[config.mk]
export PLATFORM = sky130hd
export DESIGN_NAME = dco_afc_ctrl
export DESIGN_NICKNAME = d
export VERILOG_FILES = /design/src/rtl/dco_afc_ctrl.sv
export SDC_FILE = /design/constraint.sdc
export NUM_CORES = 1
export LEC_CHECK = 0
export BUFFER_PORTS_ARGS = -buffer_cell sky130_fd_sc_hd__buf_2
export CAP_MARGIN = 25
export CORE_MARGIN = 1.5
export CORE_UTILIZATION = 24
export DETAILED_ROUTE_END_ITERATION = 16
export PLACE_DENSITY = 0.41
export SYNTH_ARGS = -nofsm -noshare
export SYNTH_HDL_FRONTEND = slang
export SYNTH_SLANG_ARGS = --single-unit
export TNS_END_PERCENT = 50
[constraint.sdc]
create_clock -name FREF -period 2.38 [get_ports FREF]
set_clock_uncertainty 0.2 [all_clocks]
set_input_delay 0.476 -clock FREF [delete_from_list [all_inputs] [get_ports FREF]]
set_output_delay 0.476 -clock FREF [all_outputs]
set_load 0.02 [all_outputs]
[src/rtl/dco_afc_ctrl.sv]
// Automatic frequency calibration: successive-approximation search of the DCO
// band word, grading each trial code by counting DCO/2 edges over a FREF window.
module dco_afc_ctrl #(
   parameter int DCTRL_W  = 9,
   parameter int CNT_W    = 16,
   parameter int WIN_LOG2 = 5,
   parameter int SETTLE   = 8
) (
   input  logic               FREF,
   input  logic               RST,
   input  logic               START,
   input  logic [15:0]        FCW,
   input  logic [CNT_W-1:0]   VCNT,
   output logic [DCTRL_W-1:0] DCTRL,
   output logic               BUSY,
   output logic               DONE,
   output logic [CNT_W-1:0]   MEAS_CNT
);

   localparam int WIN     = 1 << WIN_LOG2;
   localparam int CYC_MAX = (SETTLE > WIN) ? SETTLE : WIN;
   localparam int CYC_W   = $clog2(CYC_MAX + 1);
   localparam int IDX_W   = (DCTRL_W > 1) ? $clog2(DCTRL_W) : 1;
   // Compare width must hold both the scaled count and the shifted target untruncated
   localparam int CMP_W   = ((CNT_W + 8) > (16 + WIN_LOG2)) ? (CNT_W + 8) : (16 + WIN_LOG2);

   localparam logic [DCTRL_W-1:0] DCTRL_RST = {1'b1, {(DCTRL_W-1){1'b0}}};
   localparam logic [IDX_W-1:0]   IDX_TOP   = IDX_W'(DCTRL_W - 1);

   typedef enum logic [2:0] {
      ST_IDLE   = 3'd0,
      ST_SETTLE = 3'd1,
      ST_MEAS   = 3'd2,
      ST_DECIDE = 3'd3,
      ST_FIN    = 3'd4
   } state_t;

   state_t             state_r, state_s;
   logic [15:0]        fcw_r, fcw_s;
   logic [CNT_W-1:0]   cnt_start_r, cnt_start_s;
   logic [CYC_W-1:0]   cyc_r, cyc_s;
   logic [IDX_W-1:0]   idx_r, idx_s;
   logic [DCTRL_W-1:0] dctrl_s;
   logic               busy_s;
   logic               done_s;
   logic [CNT_W-1:0]   meas_s;

   logic               last_settle_s;
   logic               last_meas_s;
   logic [CMP_W-1:0]   meas_ext_s;
   logic [CMP_W-1:0]   target_s;
   logic               too_fast_s;

   assign last_settle_s = (cyc_r == CYC_W'(SETTLE - 1));
   assign last_meas_s   = (cyc_r == CYC_W'(WIN - 1));
   assign meas_ext_s    = CMP_W'({MEAS_CNT, 8'h00});
   assign target_s      = CMP_W'(fcw_r) << WIN_LOG2;
   assign too_fast_s    = (meas_ext_s > target_s);

   // State and datapath registers
   always_ff @(posedge FREF or posedge RST) begin
      if (RST) begin
         state_r     <= ST_IDLE;
         fcw_r       <= 16'h0000;
         cnt_start_r <= {CNT_W{1'b0}};
         cyc_r       <= {CYC_W{1'b0}};
         idx_r       <= IDX_TOP;
         DCTRL       <= DCTRL_RST;
         BUSY        <= 1'b0;
         DONE        <= 1'b0;
         MEAS_CNT    <= {CNT_W{1'b0}};
      end else begin
         state_r     <= state_s;
         fcw_r       <= fcw_s;
         cnt_start_r <= cnt_start_s;
         cyc_r       <= cyc_s;
         idx_r       <= idx_s;
         DCTRL       <= dctrl_s;
         BUSY        <= busy_s;
         DONE        <= done_s;
         MEAS_CNT    <= meas_s;
      end
   end

   // Next-state logic
   always_comb begin
      state_s = state_r;
      case (state_r)
         ST_IDLE: begin
            if (START) state_s = ST_SETTLE;
            else       state_s = ST_IDLE;
         end
         ST_SETTLE: begin
            if (last_settle_s) state_s = ST_MEAS;
            else               state_s = ST_SETTLE;
         end
         ST_MEAS: begin
            if (last_meas_s) state_s = ST_DECIDE;
            else             state_s = ST_MEAS;
         end
         ST_DECIDE: begin
            if (idx_r == {IDX_W{1'b0}}) state_s = ST_FIN;
            else                        state_s = ST_SETTLE;
         end
         ST_FIN:  state_s = ST_IDLE;
         default: state_s = ST_IDLE;
      endcase
   end

   // Next values of the registered outputs and search datapath
   always_comb begin
      fcw_s       = fcw_r;
      cnt_start_s = cnt_start_r;
      cyc_s       = cyc_r;
      idx_s       = idx_r;
      dctrl_s     = DCTRL;
      busy_s      = BUSY;
      done_s      = 1'b0;
      meas_s      = MEAS_CNT;
      case (state_r)
         ST_IDLE: begin
            if (START) begin
               fcw_s   = FCW;
               dctrl_s = DCTRL_RST;
               idx_s   = IDX_TOP;
               busy_s  = 1'b1;
               cyc_s   = {CYC_W{1'b0}};
            end else begin
               busy_s  = 1'b0;
            end
         end
         ST_SETTLE: begin
            if (last_settle_s) begin
               cnt_start_s = VCNT;
               cyc_s       = {CYC_W{1'b0}};
            end else begin
               cyc_s       = cyc_r + CYC_W'(1);
            end
         end
         ST_MEAS: begin
            // Modular difference makes a counter wrap inside the window harmless
            if (last_meas_s) begin
               meas_s = VCNT - cnt_start_r;
               cyc_s  = {CYC_W{1'b0}};
            end else begin
               cyc_s  = cyc_r + CYC_W'(1);
            end
         end
         ST_DECIDE: begin
            if (too_fast_s) dctrl_s[idx_r] = 1'b0;
            else            dctrl_s[idx_r] = DCTRL[idx_r];
            if (idx_r != {IDX_W{1'b0}}) begin
               idx_s = idx_r - IDX_W'(1);
               dctrl_s[idx_r - IDX_W'(1)] = 1'b1;
            end else begin
               done_s = 1'b1;
               busy_s = 1'b0;
            end
         end
         ST_FIN: begin
            busy_s = 1'b0;
            done_s = 1'b0;
         end
         default: begin
            busy_s = 1'b0;
            done_s = 1'b0;
         end
      endcase
   end

endmodule

* Yosys cells after proc, flatten, opt, wreduce, memory -nomap -nowiden *
Index checks and enable logic that the tools add are counted.

storage, ports and cells
  flip-flop bits (word level) = 72
  output and inout bits = 27
  input bits = 35

operators by class
  reductions and logical operators = 15
  mux-type cells = 29
  bitwise gates (word level) = 4
  $lt $le $gt $ge = 5
  eq/ne operators = 8
  add/sub/neg operators = 3

operators with widths
  cell                                                         count
  2-to-1 mux 9 bit                                             4
  > comparator 24 x 21 -> 1 bit                                1
  2-to-1 mux 6 bit                                             3
  one-hot mux 6 bit (3 select lines)                           1
  one-hot mux 9 bit (2 select lines)                           1
  subtractor 16 bit                                            1
  one-hot mux 3 bit (4 select lines)                           1
  AND reduction 2 bit                                          6
  less-than comparator 4 x 5 -> 1 bit (second input constant)  2
  bitwise AND 9 bit                                            1
  bitwise mux 9 bit                                            1
  2-to-1 mux 1 bit                                             9
  NOT 9 bit                                                    1
  OR 9 bit                                                     1
  demux 1 bit (select 4 bit)                                   2
  >= comparator 4 x 1 -> 1 bit (second input constant)         2
  2-to-1 mux 4 bit                                             2
  one-hot mux 4 bit (2 select lines)                           1
  adder 6 x 1 -> 6 bit (second input constant)                 1
  equality test 3 x 2 -> 1 bit (second input constant)         2
  equality test 6 x 3 -> 1 bit (second input constant)         1
  equality test 6 x 5 -> 1 bit (second input constant)         1
  inequality test 2 bit (second input constant)                3
  binary-select mux 1 bit (select 4 bit)                       1
  14 further kinds                                             15

* Depth between registers and ports, before layout *
Gate-level depths: netlist of the first run.

  word-level depth = 11
  mapped depth = 9
  gate-level depth less buffers = 9

* Worst setup path after synthesis of the first run *
Ideal clock, no wire load.

  path kind = input to register
  from = in VCNT[0]
  to = reg MEAS_CNT[12]
  setup slack = 0.107 ns
  data required time = 2.031 ns
  path buffers = 0
  stages on the path = 9
  data arrival time = 1.925 ns
  library setup time = 0.149 ns
  cells stage by stage = inv_1 -> ha_1 -> fa_1 -> nor2b_1 -> o211ai_1 -> a21oi_1 -> o211ai_1 -> mux2i_1 -> o311ai_0

between the ends
  longest elaborated chain between the ends = 1

ends and longest elaborated chain
  what                    RTL line  text
  start: declaration      13        input logic [CNT_W-1:0] VCNT,
  subtractor 16 bit       143       meas_s = VCNT - cnt_start_r;
  end signal: assignment  71        MEAS_CNT <= {CNT_W{1'b0}};
  end signal: assignment  81        MEAS_CNT <= meas_s;
  end: declaration        17        output logic [CNT_W-1:0] MEAS_CNT

Every way passes these cells.
A chain may end at the register's enable or synchronous reset.

* Final worst setup path of the first run *
  from = reg MEAS_CNT[7]
  to = reg DCTRL[4]

between the ends
  longest elaborated chain between the ends = 6

ends and longest elaborated chain
  what                                  RTL line  text
  > comparator 24 x 21 -> 1 bit *       58        assign too_fast_s = (meas_ext_s > target_s);
  2-to-1 mux 9 bit *                    150       if (too_fast_s) dctrl_s[idx_r] = 1'b0;
  2-to-1 mux 9 bit *                    120       case (state_r)
  OR 9 bit (no source line)             -
  2-to-1 mux 9 bit *                    152       if (idx_r != {IDX_W{1'b0}}) begin
  one-hot mux 9 bit (2 select lines) *  120
  end signal: assignment                78        DCTRL <= dctrl_s;
  end: declaration                      14        output logic [DCTRL_W-1:0] DCTRL,

Every way passes the cells marked *; elsewhere a longest branch is shown, timed or not. The select of a mux whose other input is x is not followed.

==> run summary, run 1 <==
Peak fanout along the critical path: 8
Most used standard cell by instance count after synthesis: nand2_1
Worst hold-check path type: in2reg
Iteration-0 DRC count of the detailed router: 211
Clock root cell: clkbuf_16
Total core area: 17400 um^2
Layout cell share with drive strength beyond 1: 25.1%
Number of distinct library cells after synthesis: 57
Clk sinks: 72
Critical path capture point type: flop
Final instance area: 5350 um^2
Post-place instance area: 5030 um^2
Post-DP HPWL: 8.24 mm
Vias/cell: 4.51
Pin count of the biggest net entering global routing: 36
Register clock-pin slew on the reported worst setup and hold paths: 0.06 ns
Max capacitance violation total: 0
Detailed route wirelength on metal2: 4.99 mm
Total Neg Setup Slack: 0 ns
Starting density of the core: 24.7%
Clock tree from TritonCTS: yes
Number of global-route vias before repair: 3554
Top_reg_cell synth: dfrtp_1
Final period util: 93.7%
Final critical delay including setup and external delays: 2.23 ns
Type of element launching the critical path: flop
Nets: 614
CP max stage cell: dfrtp_1
Part of the total power dissipated in combinational logic: 19.8%
Global-route wire length before repair: 18.1 mm
Cell Pwr Density: 632 nW/um^2
Top layer reached by signal wires: met4
Number of I/O pins: 62
IO buf count: 61
Width of the chip: 137 um
Max-Slew Margin vs Limit: 69.9%
VDD IR-drop max: 0.000365 V
Aggregate global routing overflow: 0
Switching power: 0.981 mW
Worst Setup Slack post-DPL: -0.218 ns
Startpoint of the worst register-to-register path: MEAS_CNT[7]$_DFFE_PP0P_
Area leader, netlist: dfrtp_1
Number of levels in the clock H-tree: 3
Y dimension of the die: 137 um
Result of the run: finished, final reports clean
Cell count after synthesis: 461
Most used cell, CP: a22oi_1
Total DRC errors in the routed layout: 0
Die outline area: 18800 um^2
Remaining antenna violation count: 0
Seq cells post-synth: 72
Global router's overall resource usage: 12.6%
Mapped Nets: 531
Count of endpoints failing hold in the final timing report: 0
Crit path arrival time: 2.27 ns
Design internal power: 2.40 mW
Pin slew with the least headroom to its limit: 0.446 ns
Clock Power Share: 39.4%
Final number of setup-violating endpoints: 0
Biggest cell delay along the critical path: 0.41 ns
Growth of design area from synthesis to finish: 24.1%
Post-detailed-routing wire length: 10.7 mm
Switching part of the total power: 29.0%
Worst setup path start: MEAS_CNT[7]$_DFFE_PP0P_
Antenna fix cells: 0
Share of the synthesized area in the top cell type: 40.6%
Total power: 3.38 mW
Total number of yosys warnings: 0
Share of total power in sequential cells: 40.8%
Standard-cell row count: 48
Fin Hold WS: 0.133 ns
Inst Count DP: 757
Max-slew violation count: 0
Area of the mapped netlist: 4310 um^2
Post-layout util: 30.7%
Non-filler instance count after layout: 774
Share of synthesized registers carrying an async set or reset: 100%
First drt pass iteration count: 6
Count of flip-flops with a built-in enable after synthesis: 0
Clock insertion delay at the later pin of the skew report: 0.34 ns
Mean routed wirelength per cell: 13.9 um
Post-synth top cells: nand2_1 (74), dfrtp_1 (70), o21ai_0 (49)
Wire length the detailed router placed on met1: 5.06 mm
Top post-synthesis cells by area: dfrtp_1 (41%), ha_1 (9.9%), nand2_1 (6.4%), o21ai_0 (5.7%), mux2_2 (3.7%)
Number of antenna violations at the first check in global routing: 0
Source of the worst hold timing path: FCW[6]
Sequential share of the synthesized area: 41.9%
Leakage power: 2.46 nW
Worst Setup Slack, final: 0.150 ns
Met3 routed WL: 524 um
Routability Congestion: 0.828
Inserted Clock Buffers: 9
Maximum root-to-sink buffer count: 2
Overall via count from detail_route: 3491
Synthesized area divided by synthesized cell count: 9.35 um^2
Critical path data required time: 2.42 ns
Setup Crit Path Kind: reg2reg
Fmax: 448 MHz
Cells along the critical path: ha_1, a21oi_1, o21ai_0, a22oi_1, a22oi_1, buf_4, a21o_4, a311oi_2
[power groups by stage]
stage          Combinational, mW  Sequential (mW)  Clock (mW)
2_1_floorplan              0.343             1.46           0
3_3_place_gp               0.662             1.40           0
3_5_place_dp               0.670             1.40           0
4_1_cts                    0.675             1.38        1.40
5_1_grt                    0.763             1.39        1.44
6_report                   0.668             1.38        1.33
[final cells by class]
type | instances | area (um^2)
Clock buffer | 12 | 236
Clock inverter | 4 | 45.0
Fill cell | 1892 | 12100
Inverter | 37 | 143
Multi-Input combinational cell | 333 | 2290
Sequential cell | 72 | 1800
Tap cell | 225 | 282
Timing Repair Buffer | 91 | 546
[worst max-delay path: cells and delay by family, from the launching register on]
family / cells / cell delay (ns)
flip-flops: 1 / 0.41
buffers and inverters: 1 / 0.17
adder cells (fa/ha/maj): 1 / 0.34
AO/OA/AOI/OAI: 6 / 1.02
[kinds of logic after synthesis]
kind of cell    count (synthesis)  share of synthesized area [%]
simple gates                  139                           16.1
compound gates                123                           17.4
flops                          72                           41.9
buf+inv                        56                           5.46
fa+ha+maj                      35                           10.3
mux                            20                           5.63
xor+xnor                       16                           3.25
[path summary, 6_finish.rpt]
path	slack (ns)	cells past startpoint	endpoint
max	0.15	8	DCTRL[4]$_DFFE_PP0P_
min	0.13	3	fcw_r[6]$_DFFE_PP0P_
max reg2reg	0.15	8	DCTRL[4]$_DFFE_PP0P_
min reg2reg	0.29	2	cnt_start_r[0]$_DFFE_PP0P_
max in group asynchronous	0.83	4	idx_r[3]$_DFFE_PP1P_
min in group asynchronous	0.48	3	fcw_r[2]$_DFFE_PP0P_
[registers in the layout (all words and copies together), names as in the netlist]
| register | flops |
|---|---|
| DCTRL | 9 |
| idx_r | 4 |
| state_r | 3 |
| MEAS_CNT | 16 |
| fcw_r | 16 |
| BUSY | 1 |
| cyc_r | 6 |
| cnt_start_r | 16 |
| DONE | 1 |
[routing by layer]
| metal | up-vias | global-route usage, % |
|---|---|---|
| met3 | 10 | 3.44 |
| met4 | 0 | 4.74 |
| met2 | 64 | 20.2 |
| li1 | 1784 | - |
| met5 | - | 0 |
| met1 | 1633 | 16.1 |
[placed cells by master (no fill, tap or decap), types with 2 or more instances in the layout]
cell type   n
a21o_1      4
a21oi_1    28
a22oi_1     3
a31oi_1     9
a32oi_1     7
buf_2      61
buf_4      28
clkbuf_1    3
clkbuf_16   9
clkinv_2    3
dfrtp_1    70
dfstp_2     2
ha_1       34
inv_1      36
mux2_2     14
mux2i_1     4
mux4_2      2
nand2_1    74
nand2b_1    4
nand3_1     6
nand3b_1    3
nand4_1     5
nor2_1     23
nor3_1      4
o211ai_1    6
o21a_1      4
o21ai_0    48
o22ai_1     2
or3_1       2
xnor2_1     8
xor2_1      8
[repair_timing]
action	in CTS	in global routing
hold buffers	1	0
hold endpoints to repair	15	0
setup endpoints to repair	0	12
gates resized for setup	0	7
buffers inserted	0	0
Note: power is estimated with default switching activity, not from simulation.
==> run 2: changes to the inputs <==
ABC_CLOCK_PERIOD_IN_PS = 2380   (was default)
BUFFER_PORTS_ARGS = default   (was -buffer_cell sky130_fd_sc_hd__buf_2)
DONT_BUFFER_PORTS = 1   (was default)
PLACE_DENSITY = 0.38   (was 0.41)
RECOVER_POWER = 50   (was default)
==> run 2 against run 1 <==
  * Global-route usage is 0.25 points lower
  * Cell count fell by 7.2%
  * Worst setup slack better by 0.029 ns
  * Count of clock-buffer cells in the layout did not move
  * Power down 3.8%
  * Sequential power about the same
  * Die area did not move
==> run summary, run 2 (same netlist as run 1, synthesis figures left out) <==
Biggest cell delay along the critical path: 0.38 ns (-0.03 ns)
Number of global-route vias before repair: 3364 (-5.3%)
Routability Congestion: 0.805 (-2.8%)
Part of the total power dissipated in combinational logic: 19.7% (about the same)
Aggregate global routing overflow: 0 (unchanged)
Fmax: 454 MHz (+1.3%)
Leakage power: 2.23 nW (-9.5%)
Critical path data required time: 2.38 ns (-0.04 ns)
Iteration-0 DRC count of the detailed router: 145 (-31%)
Total Neg Setup Slack: 0 ns (unchanged)
Switching part of the total power: 29.4% (+0.39 points)
Crit path arrival time: 2.20 ns (-0.07 ns)
Most used cell, CP: o211ai_1
Peak fanout along the critical path: 3 (-5)
Clock insertion delay at the later pin of the skew report: 0.34 ns (about the same)
Final period util: 92.5% (-1.2 points)
Non-filler instance count after layout: 718 (-7.2%)
Buffering stage count on the worst path with inverters included: 0 (-1)
Number of I/O pins: 62 (unchanged)
Clock root cell: clkbuf_16
Overall via count from detail_route: 3301 (-5.4%)
Filler Cells Inserted: 1890 (-0.11%)
Worst hold-check path type: in2reg
Final number of setup-violating endpoints: 0 (unchanged)
Standard-cell row count: 48 (unchanged)
Share of total power in sequential cells: 41.9% (+1.1 points)
Inst Count DP: 700 (-7.5%)
Global-route wire length before repair: 17.6 mm (-2.8%)
Type of element launching the critical path: flop
Most frequent cells in the layout: nand2_1 (74), dfrtp_1 (70), o21ai_0 (49)
Clock tree from TritonCTS: yes
Maximum root-to-sink buffer count: 2 (unchanged)
First drt pass iteration count: 4 (-2)
Remaining antenna violation count: 0 (unchanged)
Top Registers: MEAS_CNT: 16 flops, cnt_start_r: 16 flops, fcw_r: 16 flops
IO buf count: 0 (-100%)
Cell Pwr Density: 643 nW/um^2 (+1.7%)
Inserted Clock Buffers: 9 (unchanged)
Width of the chip: 137 um (unchanged)
CP max stage cell: dfrtp_1
Number of levels in the clock H-tree: 3 (unchanged)
Max capacitance violation total: 0 (unchanged)
Setup Crit Path Kind: reg2reg
Switching power: 0.957 mW (-2.5%)
Result of the run: finished, final reports clean
Max-slew violation count: 0 (unchanged)
Global router's overall resource usage: 12.3% (-0.25 points)
Total DRC errors in the routed layout: 0 (unchanged)
VDD IR-drop max: 0.000337 V (-7.7%)
Starting density of the core: 24.7% (unchanged)
Total core area: 17400 um^2 (unchanged)
Post-DP HPWL: 7.77 mm (-5.8%)
Nets: 558 (-9.1%)
Clk sinks: 72 (unchanged)
Clock Power Share: 38.4% (-1.0 points)
Design internal power: 2.30 mW (-4.3%)
Mean routed wirelength per cell: 14.7 um (+5.8%)
Max-Slew Margin vs Limit: 30.8% (-39 points)
Y dimension of the die: 137 um (unchanged)
Register clock-pin slew on the reported worst setup and hold paths: 0.06 ns (about the same)
Pin count of the biggest net entering global routing: 73 (+100%)
Number of antenna violations at the first check in global routing: 0 (unchanged)
Most common library cell in the layout ignoring fill and taps: nand2_1
Minimum setup slack among reg-to-reg paths: 0.18 ns (+0.03 ns)
Vias/cell: 4.60 (+1.9%)
Cell type group with the largest total delay on the critical path: compound AO/OA/AOI/OAI gates
Post-detailed-routing wire length: 10.5 mm (-1.9%)
Final critical delay including setup and external delays: 2.20 ns (-0.0286 ns)
Die outline area: 18800 um^2 (unchanged)
Antenna fix cells: 0 (unchanged)
Count of endpoints failing hold in the final timing report: 0 (unchanged)
Cells along the critical path: ha_2, fa_2, nor2b_2, o211ai_1, a21oi_2, o211ai_1, mux2i_1, o311ai_0
Post-layout util: 29.1% (-1.6 points)
Growth of design area from synthesis to finish: 17.4%
Critical path capture point type: flop
Layout cell share with drive strength beyond 1: 17.0% (-8.1 points)
Pin slew with the least headroom to its limit: 1.04 ns (+0.592 ns)
Setup repair after global routing missed its margin: false
==> run 2: cell count changes in the layout (fill, tap and decap cells not counted), sizes merged <==
cell,previous run,this run
buf,90,30
bufinv,1,0
clkbuf,12,16
clkinv,3,4
==> run 2: per-layer routing <==
metal	share of wire [%]	track usage, %	up-vias
met1	45	15.1	1537
met2	45	19.2	72
li1	-	-	1676
met5	0	0	-
met4	2.5	5.44	0
met3	7.7	4.63	16
==> run 2: power groups by stage <==
stage | clock [mW] | combinational (mW) | sequential [mW]
after floorplan | 0 | 0.343 | 1.46
after global placement | 0 | 0.648 | 1.38
after detailed placement | 0 | 0.654 | 1.38
after CTS | 1.32 | 0.658 | 1.36
after global routing | 1.37 | 0.739 | 1.38
final | 1.25 | 0.640 | 1.36
==> run 2: cell type report <==
class | instances | area, um^2 | share of cell area, %
multi-input combinational | 333 | 2310 | 45.7
sequential | 72 | 1800 | 35.6
tap | 225 | 282 | 5.56
timing repair buffer | 35 | 254 | 5.02
clock buffer | 12 | 246 | 4.87
inverter | 37 | 143 | 2.82
clock inverter | 4 | 20.0 | 0.396
==> run 2: final timing paths <==
kind	startpoint	to	depth (start not counted)
worst max-delay path	cnt_start_r[0]$_DFFE_PP0P_	MEAS_CNT[12]$_DFFE_PP0P_	8
worst max register to register	cnt_start_r[0]$_DFFE_PP0P_	MEAS_CNT[12]$_DFFE_PP0P_	8
min in group asynchronous	RST	DCTRL[4]$_DFFE_PP0P_	3
worst min register to register	cnt_start_r[0]$_DFFE_PP0P_	cnt_start_r[0]$_DFFE_PP0P_	2
worst min-delay path	FCW[2]	fcw_r[2]$_DFFE_PP0P_	2
max in group asynchronous	RST	cnt_start_r[13]$_DFFE_PP0P_	3
==> run 2: per-stage QoR <==
stage | setup slack (ns) | hold WS [ns] | power [mW] | area, um^2
finish | 0.179 | 0.0493 | 3.25 | 5060
floorplan | 0.107 | 0.246 | 1.80 | 4310
global placement | -0.0612 | 0.269 | 2.03 | 4760
detailed placement | -0.0795 | 0.275 | 2.04 | 4760
CTS | 0.0399 | 0.0320 | 3.34 | 5040
global route | 0.0197 | 0.0396 | 3.48 | 5060
==> run 2: timing repair <==
action                     CTS  global route
setup endpoints to repair    0            12
hold buffers                 1             0
setup buffers                0             1
resized for setup            0             8
hold endpoints to repair    70             0
==> run 3: changes to the inputs <==
CORE_MARGIN = default   (was 1.5)
==> run 3 against run 2 <==
  * Register-to-register slack worse by 0.02 ns
  * Largest power group unchanged
  * Worst setup slack worse by 0.021 ns
  * Hold slack better by 0.0064 ns
  * Cell count up 0.28%
  * Critical endpoint unchanged
  * Largest cell class unchanged
  * Via count about the same
  * Flip-flop and latch count unchanged
  * Critical path depth unchanged
  * Non-clock buffer count up 3
  * Routed wire length down 0.85%
  * Utilization about the same
  * Clock power down 4%
  * Highest routed layer unchanged
  * Combinational power about the same
==> run summary, run 3 (same netlist as run 1, synthesis figures left out) <==
Register clock-pin slew on the reported worst setup and hold paths: 0.06 ns (about the same)
Total DRC errors in the routed layout: 0 (unchanged)
Number of I/O pins: 62 (unchanged)
Non-filler instance count after layout: 720 (+0.28%)
Global router's overall resource usage: 12.6% (+0.31 points)
Buffering stage count on the worst path with inverters included: 1 (+1)
Crit path arrival time: 2.22 ns (+0.02 ns)
Post-layout util: 29.1% (about the same)
Result of the run: finished, final reports clean
Post-DP HPWL: 7.91 mm (+1.9%)
Switching power: 0.944 mW (-1.4%)
Total power: 3.21 mW (-1.4%)
CP max stage cell: dfrtp_1
Count of endpoints failing hold in the final timing report: 0 (unchanged)
Switching part of the total power: 29.4% (about the same)
Cell type group with the largest total delay on the critical path: compound AO/OA/AOI/OAI gates
Vias/cell: 4.59 (-0.19%)
Pin count of the biggest net entering global routing: 73 (unchanged)
Global-route wire length before repair: 17.8 mm (+1.4%)
Remaining antenna violation count: 0 (unchanged)
Cells along the critical path: inv_1, ha_1, nor2b_2, o211ai_1, a21oi_2, o211ai_1, mux2i_1, o311ai_0
Pin slew with the least headroom to its limit: 1.04 ns (+0.00308 ns)
Filler Cells Inserted: 1892 (+0.11%)
Top Registers: MEAS_CNT: 16 flops, cnt_start_r: 16 flops, fcw_r: 16 flops
Post-place instance area: 4770 um^2 (+0.32%)
Fmax: 450 MHz (-0.93%)
Worst Setup Slack post-DPL: -0.109 ns (-0.0298 ns)
Max-slew violation count: 0 (unchanged)
Peak fanout along the critical path: 4 (+1)
Total Neg Setup Slack: 0 ns (unchanged)
Maximum root-to-sink buffer count: 2 (unchanged)
Aggregate global routing overflow: 0 (unchanged)
Growth of design area from synthesis to finish: 17.5% (about the same)
Y dimension of the die: 136 um (-0.73%)
Worst Setup Slack, final: 0.158 ns (-0.0207 ns)
Die outline area: 18500 um^2 (-1.5%)
Number of global-route vias before repair: 3430 (+2.0%)
Most frequent cells in the layout: nand2_1 (74), dfrtp_1 (70), o21ai_0 (47)
Final instance area: 5060 um^2 (about the same)
Number of antenna violations at the first check in global routing: 0 (unchanged)
Most used cell, CP: o211ai_1
Fin Hold WS: 0.0557 ns (+0.00640 ns)
Routability Congestion: 0.798 (-0.88%)
Critical path capture point type: flop
Most common library cell in the layout ignoring fill and taps: nand2_1
Antenna fix cells: 0 (unchanged)
Number of levels in the clock H-tree: 3 (unchanged)
Iteration-0 DRC count of the detailed router: 143 (-1.4%)
Clk sinks: 72 (unchanged)
Setup Crit Path Kind: reg2reg
Layout cell share with drive strength beyond 1: 17.4% (+0.34 points)
Inserted Clock Buffers: 9 (unchanged)
Post-detailed-routing wire length: 10.5 mm (-0.85%)
Overall via count from detail_route: 3304 (+0.091%)
Clock tree from TritonCTS: yes
Clock insertion delay at the later pin of the skew report: 0.34 ns (about the same)
Final number of setup-violating endpoints: 0 (unchanged)
Standard-cell row count: 48 (unchanged)
Part of the total power dissipated in combinational logic: 20.0% (+0.3 points)
Critical path data required time: 2.38 ns (about the same)
Share of total power in sequential cells: 42.5% (+0.6 points)
IO buf count: 0 (unchanged)
Setup repair after global routing missed its margin: false
First drt pass iteration count: 4 (unchanged)
Design internal power: 2.27 mW (-1.4%)
Total core area: 17400 um^2 (unchanged)
Inst Count DP: 702 (+0.29%)
Clock Power Share: 37.5% (-0.9 points)
Type of element launching the critical path: flop
Width of the chip: 136 um (-0.73%)
Final critical delay including setup and external delays: 2.22 ns (+0.0207 ns)
Final period util: 93.4% (+0.87 points)
Nets: 561 (+0.54%)
Biggest cell delay along the critical path: 0.34 ns (-0.04 ns)
VDD IR-drop max: 0.000324 V (-3.8%)
Clock root cell: clkbuf_16
Starting density of the core: 24.7% (unchanged)
Max capacitance violation total: 0 (unchanged)
Max-Slew Margin vs Limit: 30.6% (-0.21 points)
Worst hold-check path type: in2reg
Leakage power: 2.24 nW (+0.28%)
Mean routed wirelength per cell: 14.5 um (-1.1%)
Cell Pwr Density: 634 nW/um^2 (-1.4%)
==> run 3: path summary, 6_finish.rpt <==
kind / startpoint / end / slack (ns) / cells past startpoint
max in group asynchronous: RST / cnt_start_r[15]$_DFFE_PP0P_ / 0.51 / 3
worst max-delay path: cnt_start_r[2]$_DFFE_PP0P_ / MEAS_CNT[12]$_DFFE_PP0P_ / 0.16 / 8
worst max register to register: cnt_start_r[2]$_DFFE_PP0P_ / MEAS_CNT[12]$_DFFE_PP0P_ / 0.16 / 8
worst min register to register: cnt_start_r[11]$_DFFE_PP0P_ / cnt_start_r[11]$_DFFE_PP0P_ / 0.30 / 1
worst min-delay path: FCW[3] / fcw_r[3]$_DFFE_PP0P_ / 0.06 / 2
min in group asynchronous: RST / DCTRL[7]$_DFFE_PP0P_ / 0.80 / 3
==> run 3: what timing repair did <==
action | 4_1_cts | 5_1_grt
hold endpoints to repair | 70 | 0
gates resized for setup | 0 | 9
hold buffers | 1 | 0
endpoints found under the setup margin | 0 | 13
setup buffers | 0 | 2
==> run 3: layout make-up <==
class / count / area (um^2) / area share (%)
multi-input cells: 333 / 2300 / 45.4
flip-flops and latches: 72 / 1800 / 35.6
well taps: 225 / 282 / 5.56
repair buffers: 38 / 280 / 5.53
clock buffers: 11 / 233 / 4.60
inverters: 37 / 143 / 2.82
clock inverters: 4 / 22.5 / 0.445
==> run 3: worst reg2reg max path: cells and delay by family (launching register included) <==
kind | cells | cell delay (ns)
compound gates | 4 | 0.81
flops | 1 | 0.34
fa+ha+maj | 1 | 0.32
mux | 1 | 0.20
simple gates | 1 | 0.18
buf+inv | 1 | 0.04
==> run 3: power by group through the flow <==
stage	clock network, mW	registers [mW]	logic (mW)
detailed placement	0	1.39	0.650
global placement	0	1.39	0.642
CTS	1.26	1.37	0.655
global route	1.33	1.38	0.737
finish	1.20	1.36	0.640
floorplan	0	1.46	0.343
==> run 3: metal layers <==
metal	vias up	share of wire [%]	global-route usage (%)
met5	-	0	0
met1	1544	46	15.4
met3	10	7.2	5.48
met4	0	1.2	3.70
met2	74	46	20.1
li1	1676	-	-
